<file path="config.mk">
export PLATFORM = sky130hd
export DESIGN_NAME = reg_read_stage
export DESIGN_NICKNAME = d
export VERILOG_FILES = /design/src/rtl/reg_read_stage.sv
export SDC_FILE = /design/constraint.sdc
export NUM_CORES = 2
export LEC_CHECK = 0
export CAP_MARGIN = 5
export CORE_MARGIN = 8
export CORE_UTILIZATION = 56
export DETAILED_ROUTE_END_ITERATION = 6
export PLACE_DENSITY = 0.77
export SLEW_MARGIN = 5
export SYNTH_ARGS = -nofsm -noshare
export SYNTH_HDL_FRONTEND = slang
export SYNTH_SLANG_ARGS = --single-unit
export TNS_END_PERCENT = 10
</file>
<file path="constraint.sdc">
create_clock -name Clock -period 2.4 [get_ports Clock]
set_input_delay 0.48 -clock Clock [delete_from_list [all_inputs] [get_ports Clock]]
set_output_delay 0.48 -clock Clock [all_outputs]
set_load 0.02 [all_outputs]
</file>
<file path="src/rtl/reg_read_stage.sv">
// reg_read_stage: decode/operand-read stage.
// Holds the 32x32 register file (write port driven by write-back), reads rs/rt
// with same-cycle write-through bypass, detects load-use hazards and registers
// operands into the ID/EX pipeline register.
// Optional: define STALL_COUNT_EN to add a saturating StallCount output.
module reg_read_stage #(
    parameter int DATA_WIDTH = 32,
    parameter int ADDR_WIDTH = 5,
    parameter int REG_COUNT  = 32
) (
    input  logic                  Clock,
    input  logic                  Reset,
    input  logic [31:0]           Instruction,
    input  logic                  InstValid,
    input  logic                  Flush,
    input  logic                  RegWrite,
    input  logic [ADDR_WIDTH-1:0] rDestSelected,
    input  logic [DATA_WIDTH-1:0] regWriteData,
    input  logic                  EX_MemRead,
    input  logic [ADDR_WIDTH-1:0] EX_rDest,
    output logic                  Stall,
    output logic                  OutValid,
    output logic [DATA_WIDTH-1:0] ReadData1,
    output logic [DATA_WIDTH-1:0] ReadData2,
    output logic [ADDR_WIDTH-1:0] OutRs,
    output logic [ADDR_WIDTH-1:0] OutRt,
`ifdef STALL_COUNT_EN
    output logic [DATA_WIDTH-1:0] OutImm,
    output logic [31:0]           StallCount
`else
    output logic [DATA_WIDTH-1:0] OutImm
`endif
);

    localparam logic [5:0] OpRType = 6'h00;
    localparam logic [5:0] OpBeq   = 6'h04;
    localparam logic [5:0] OpBne   = 6'h05;
    localparam logic [5:0] OpSw    = 6'h2B;

    logic [DATA_WIDTH-1:0] regFile [REG_COUNT];

    logic [5:0]            opcode;
    logic [ADDR_WIDTH-1:0] rs;
    logic [ADDR_WIDTH-1:0] rt;
    logic [DATA_WIDTH-1:0] imm;
    logic                  usesRt;
    logic                  wbActive;
    logic [DATA_WIDTH-1:0] rsData;
    logic [DATA_WIDTH-1:0] rtData;

    assign opcode   = Instruction[31:26];
    assign rs       = ADDR_WIDTH'(Instruction[25:21]);
    assign rt       = ADDR_WIDTH'(Instruction[20:16]);
    assign imm      = {{(DATA_WIDTH-16){Instruction[15]}}, Instruction[15:0]};
    assign wbActive = RegWrite && (rDestSelected != '0);

    // Decode which instructions actually consume the rt operand.
    always_comb begin
        usesRt = 1'b0;
        case (opcode)
            OpRType, OpBeq, OpBne, OpSw: usesRt = 1'b1;
            default:                     usesRt = 1'b0;
        endcase
    end

    // Operand read: register 0 is zero, otherwise a same-cycle write-back wins.
    always_comb begin
        rsData = '0;
        rtData = '0;
        if (rs != '0) begin
            rsData = (wbActive && rDestSelected == rs) ? regWriteData : regFile[rs];
        end
        if (rt != '0) begin
            rtData = (wbActive && rDestSelected == rt) ? regWriteData : regFile[rt];
        end
    end

    // Load-use hazard: the load in EX produces a register this instruction needs.
    always_comb begin
        Stall = InstValid && EX_MemRead && (EX_rDest != '0) &&
                ((EX_rDest == rs) || (usesRt && (EX_rDest == rt)));
    end

    // Register file: cleared by reset; register 0 is never written.
    always_ff @(posedge Clock) begin
        if (Reset) begin
            for (int i = 0; i < REG_COUNT; i++) begin
                regFile[i] <= '0;
            end
        end else if (wbActive) begin
            regFile[rDestSelected] <= regWriteData;
        end
    end

    // ID/EX pipeline register: reset, then flush, then stall bubble, then load.
    always_ff @(posedge Clock) begin
        if (Reset || Flush || Stall) begin
            OutValid  <= 1'b0;
            ReadData1 <= '0;
            ReadData2 <= '0;
            OutRs     <= '0;
            OutRt     <= '0;
            OutImm    <= '0;
        end else begin
            OutValid  <= InstValid;
            ReadData1 <= rsData;
            ReadData2 <= rtData;
            OutRs     <= rs;
            OutRt     <= rt;
            OutImm    <= imm;
        end
    end

`ifdef STALL_COUNT_EN
    // Count stalled cycles, saturating at all-ones.
    always_ff @(posedge Clock) begin
        if (Reset) begin
            StallCount <= '0;
        end else if (Stall && (StallCount != '1)) begin
            StallCount <= StallCount + 32'd1;
        end
    end
`endif

endmodule

</file>
; ---- After elaboration in Yosys (flattened, before gate mapping)
; Memory sizes are Yosys's and may differ from the RTL's. A register that Yosys moved wholly into a read port is not among the register bits.
; Index checks and enable logic that the tools add are counted.
[classes]
n_eq_ne = 5
n_reduce_logical = 17
n_bitwise = 2
n_mux = 9
[op_table]
columns = cell, count
row1 = two-way mux 32 bit, 1
row2 = OR reduction 32 bit, 1
row3 = nonzero test 5 bit, 4
row4 = "equality test 6 x 3 -> 1 bit, second input constant", 2
row5 = equality test 5 bit, 2
row6 = two-way mux 1 bit, 7
row7 = "equality test 6 bit, second input constant", 1
row8 = logical NOT 6 bit, 1
row9 = logical AND 1 bit, 5
row10 = two-way mux 5 bit, 1
row11 = OR reduction 2 bit, 2
row12 = OR reduction 4 bit, 1
row13 = logical OR 1 bit, 3
row14 = inverter 1 bit, 2
[word_totals]
output_inout_bits = 108
input_bits = 80
wordCells = 38
reg_bits = 27
ram_bits = 1024
memories = 1
[memory_table]
columns = memory, depth, word_bits, rd, rd_clocked_by_memory_dff, wr, line
row1 = regFile, 32, 32, 2, 2, 32, 40  ; logic [DATA_WIDTH-1:0] regFile [REG_COUNT];

; ---- Longest topological paths before layout
[logic_depth]
depth_word = 8
ltp_mapped = 10
mapped_depth_nobuf = 5

; ---- Worst setup path after synthesis
; Ideal clock, no wire load.
[synth_path]
path_kind = input-to-reg
start = input rDestSelected[4]
end = memory regFile[19][0], enable pin
required_time_ns = 2.025
t_arrival_ns = 1.973
n_path_buf = 1
stages = 4
setup_ns = 0.375
path_slack_ns = 0.052
path_cell_list = clkbuf_1 or3b_2 nor2_1 or2_2
[synth_lines]
columns = element, line
row1 = from (decl), 17  ; input logic [ADDR_WIDTH-1:0] rDestSelected,
row2 = to (decl), 40

; ---- Worst setup path in the final report
[layout_path]
start = input Instruction[29]
end = output Stall
[layout_between]
elab_chain_cells = 6
elab_cells_between_ends = 9
classes_between = eq/ne: 3 / mux: 1 / reduce/logical: 5
[layout_rtl]
columns = element, line
row1 = from (decl), 13  ; input logic [31:0] Instruction,
row2 = "equality test 6 x 3 -> 1 bit, or another cell as far along", 60  ; case (opcode)
row3 = OR reduction 4 bit (*), 60
row4 = two-way mux 1 bit (*), 60
row5 = logical AND 1 bit (*), 81  ; ((EX_rDest == rs) || (usesRt && (EX_rDest == rt)));
row6 = logical OR 1 bit (*), 81
row7 = logical AND 1 bit (*), 80  ; Stall = InstValid && EX_MemRead && (EX_rDest != '0) &&
row8 = to (decl), 21  ; output logic Stall,
; Every way passes the cells marked *; elsewhere a longest branch is shown, timed or not.

==> results.json <==
{
  "hold_buffers": 0,
  "r2r_end": "ReadData1[17]$_SDFF_PP0_",
  "power_leakage_nw": 23.9,
  "hold_path_depth": 2,
  "crit_path_end": "Stall",
  "regArea_um2": 32600,
  "drtIter0Drc": 6601,
  "start_util": 0.562,
  "rrSetupSlack_ps": 350,
  "syn_inst": 3898,
  "fin_worst_hold_slack_ps": 113,
  "synth_area_um2": 57000,
  "cts_buffers": 114,
  "hold_violations": 0,
  "clock_sinks": 1115,
  "yosysTopAreaCell": "edfxtp_1",
  "worstSetupEndpointType": "output port",
  "routed_wl_um": 196000,
  "rows": 117,
  "grt_start_max_net_pins": 64,
  "first_global_vias": 39763,
  "coreArea_um2": 101000,
  "crit_slowest_cell": "or4_4",
  "rsz0062_at_grt": "true",
  "worst-path-max-fanout": 2,
  "antenna_left": 0,
  "worst-path-buf-inv": 2,
  "timing.final.crit_share": 1.04,
  "grt_overflow": 0,
  "max-vdd-ir-drop_uv": 570,
  "vias_per_cell": 6.99,
  "slowest_delay_ps": 550,
  "grt_pass1_wl_um": 278000,
  "cpMostUsedCell": "buf_6",
  "path_clk_slew_ps": 60,
  "synth_cell_types": 50,
  "synth.top_cell.area_share": 0.539,
  "vias": 40050,
  "p_int_mw": 35.4,
  "synthAdderAreaFrac": 0,
  "synth_area_leaders": "edfxtp_1 54%, mux4_2 15%, and2_1 11%, mux2_2 4.9%, dfxtp_1 3.2%",
  "io_buffers": 187,
  "setup_ws_ps": -93.7,
  "die_area_um2": 112000,
  "fmaxAchievable_mhz": 401,
  "die_h_um": 335,
  "synth_xor_area_frac": 0.00307,
  "cp.depth": 5,
  "cts-root-buf": "clkbuf_16",
  "cpLargestDelayFamily": "simple AND/OR/NAND/NOR gates",
  "nets": 4337,
  "relSlewSlack": 0.380,
  "syn2layout_area_growth_pct": 19.4,
  "critPathKind": "in2out",
  "comb_power_share": 0.128,
  "synth.area.mux_share": 0.202,
  "violations": "negative setup slack",
  "cp.required_ps": 1920,
  "multiInputGateArea_um2": 23000,
  "cp-start-kind": "primary input",
  "crit_chain": "buf_6 > or4_4 > a2111oi_4 > nand2b_4 > buf_6",
  "p_sw_frac": 0.246,
  "ios": 188,
  "fp.dieW_um": 335,
  "clock_power_share": 0.385,
  "clockBufferDepth": 3,
  "reg2reg_from": "regFile[29][17]$_SDFFCE_PN0P_",
  "outcome": "finished with violations",
  "switching_power_mw": 11.6,
  "fin_util": 0.671,
  "power_frac_seq": 0.486,
  "dp_hpwl_um": 132000,
  "synth_edf_count": 1024,
  "syn_area_per_cell_um2": 14.6,
  "finalClockSkew_ps": 16.4,
  "gp_congestion": 0.994,
  "cts_tree": "done",
  "drive_above_1_share": 0.320,
  "synth_compound_area_frac": 0.0470,
  "ys_warn_count": 0,
  "cap_violations": 0,
  "clk_latency_ps": 710,
  "synth_top_family_by_area": "multiplexers",
  "min_path_type": "in2reg",
  "synth_seq_cells": 1115,
  "period_minus_slack_ps": 2490,
  "grtUsageTotal": 0.343,
  "synth_seq_area_share": 0.571,
  "slew_violations": 0,
  "pwr_density_cell_nw_per_um2": 691,
  "startpoint": "Instruction[29]",
  "rr_worst_depth": 6,
  "remaining_drc_errors": 0,
  "htree_levels": 3,
  "wl_per_cell_um": 34.3,
  "yosys.area_share.simple": 0.142,
  "arrival_ps": 2010,
  "setup_viol": 1,
  "ys.flop_type": "edfxtp_1",
  "synthArstFlopShare": 0,
  "firstDrtPassIters": 6,
  "worst_pin_slew_ps": 921,
  "nFillCells": 6714,
  "antenna_found_initial": 12
}
-- cell usage after synthesis, types with 12 or more instances --
library cell	n
edfxtp_1	1024
and2_1	1018
mux4_2	386
clkbuf_1	297
mux2_2	250
o22ai_1	190
nor2_1	134
dfxtp_1	91
nor4_1	86
buf_2	85
a22o_1	63
o221ai_1	62
or2_2	32
a221o_1	31
buf_4	27
buf_6	12
-- stage by stage --
step	setup TNS [ps]	instance area [µm²]	cells	setup slack (ps)	total power [mW]
floorplan	0	57100	3929	51.9	26.3
global placement	-451100	64300	5508	-1080	28.9
detailed placement	-475670	64300	5508	-1080	29.1
CTS	-134	68100	5726	-134	46.8
global route	-134	68100	5726	-134	47.9
finish	-93.7	68100	5731	-93.7	47.0
-- worst min-delay path by stage --
| stage | start | endpoint | slack (ps) |
|---|---|---|---|
| after floorplan | Instruction[0] | OutImm[0]$_SDFF_PP0_ | 600 |
| after CTS | Instruction[15] | OutImm[15]$_SDFF_PP0_ | 300 |
| after global routing | InstValid | OutValid$_SDFF_PP0_ | 130 |
| final | InstValid | OutValid$_SDFF_PP0_ | 110 |
| after global placement | regFile[27][22]$_SDFFCE_PN0P_ | ReadData1[22]$_SDFF_PP0_ | 910 |
| after detailed placement | regFile[25][15]$_SDFFCE_PN0P_ | ReadData1[15]$_SDFF_PP0_ | 940 |
-- cells by family after synthesis --
family	count (synthesis)
XOR/XNOR	20
multiplexers	638
other	1
flip-flops	1115
AO/OA/AOI/OAI	353
buffers and inverters	436
AND/OR/NAND/NOR	1335
-- timing repair --
item / CTS / global route
gates resized for setup: 46 / 11
endpoints found under the hold margin: 0 / 0
pin swaps: 7 / 5
endpoints found under the setup margin: 53 / 1
setup buffers: 1 / 0
-- worst register-to-register path, stage by stage, from the launching register on --
cell and delay [ps]:
edfxtp_1 390, mux4_2 500, a22o_1 250, a221o_1 270, nor4_1 300, buf_4 170, nor4_1 50
-- state kept, by name, indices dropped and copies added (netlist names) --
| signal | flops |
|---|---|
| OutImm | 16 |
| OutRs | 5 |
| OutRt | 5 |
| OutValid | 1 |
| ReadData1 | 32 |
| ReadData2 | 32 |
| regFile | 1024 |
-- cell type report --
cell class                      count  area share
Antenna cell                        5    0.000184
Clock buffer                      143      0.0445
Clock inverter                     74      0.0109
Inverter                            1   0.0000551
Multi-Input combinational cell   2378       0.338
Sequential cell                  1115       0.478
Tap cell                         1368      0.0251
Timing Repair Buffer              647       0.103
-- layout by cell type (no fill, tap or decap), drive strengths merged, types with 6 or more instances in the layout --
cell type	count
clkinv	50
edfxtp	1024
conb	32
clkinvlp	6
xnor2	10
xor2	10
mux2	250
a221o	31
dlygate4sd2	8
mux4	386
clkbuf	146
inv	6
clkdlybuf4s50	164
o22ai	190
buf	470
nand3b	9
dfxtp	91
o221ai	62
a22o	63
nand3	7
nor2	134
or2	32
bufinv	13
and2	1018
nor4	96
-- power groups by stage --
stage	combinational, mW	sequential, mW	clock [mW]
2_1_floorplan	3.17	23.1	0
3_3_place_gp	5.79	23.1	0
3_5_place_dp	5.85	23.2	0
4_1_cts	5.90	22.8	18.1
5_1_grt	6.18	22.9	18.8
6_report	6.04	22.9	18.1
-- layer usage --
layer / GRT usage / vias to the layer above / part of all wire
met3: 0.104 / 794 / 0.15
met4: 0.189 / 2 / 0.066
met2: 0.519 / 3694 / 0.45
met5: 0 / - / 0.000066
met1: 0.443 / 19890 / 0.34
li1: - / 15670 / -
(Power assumes the default switching activity.)
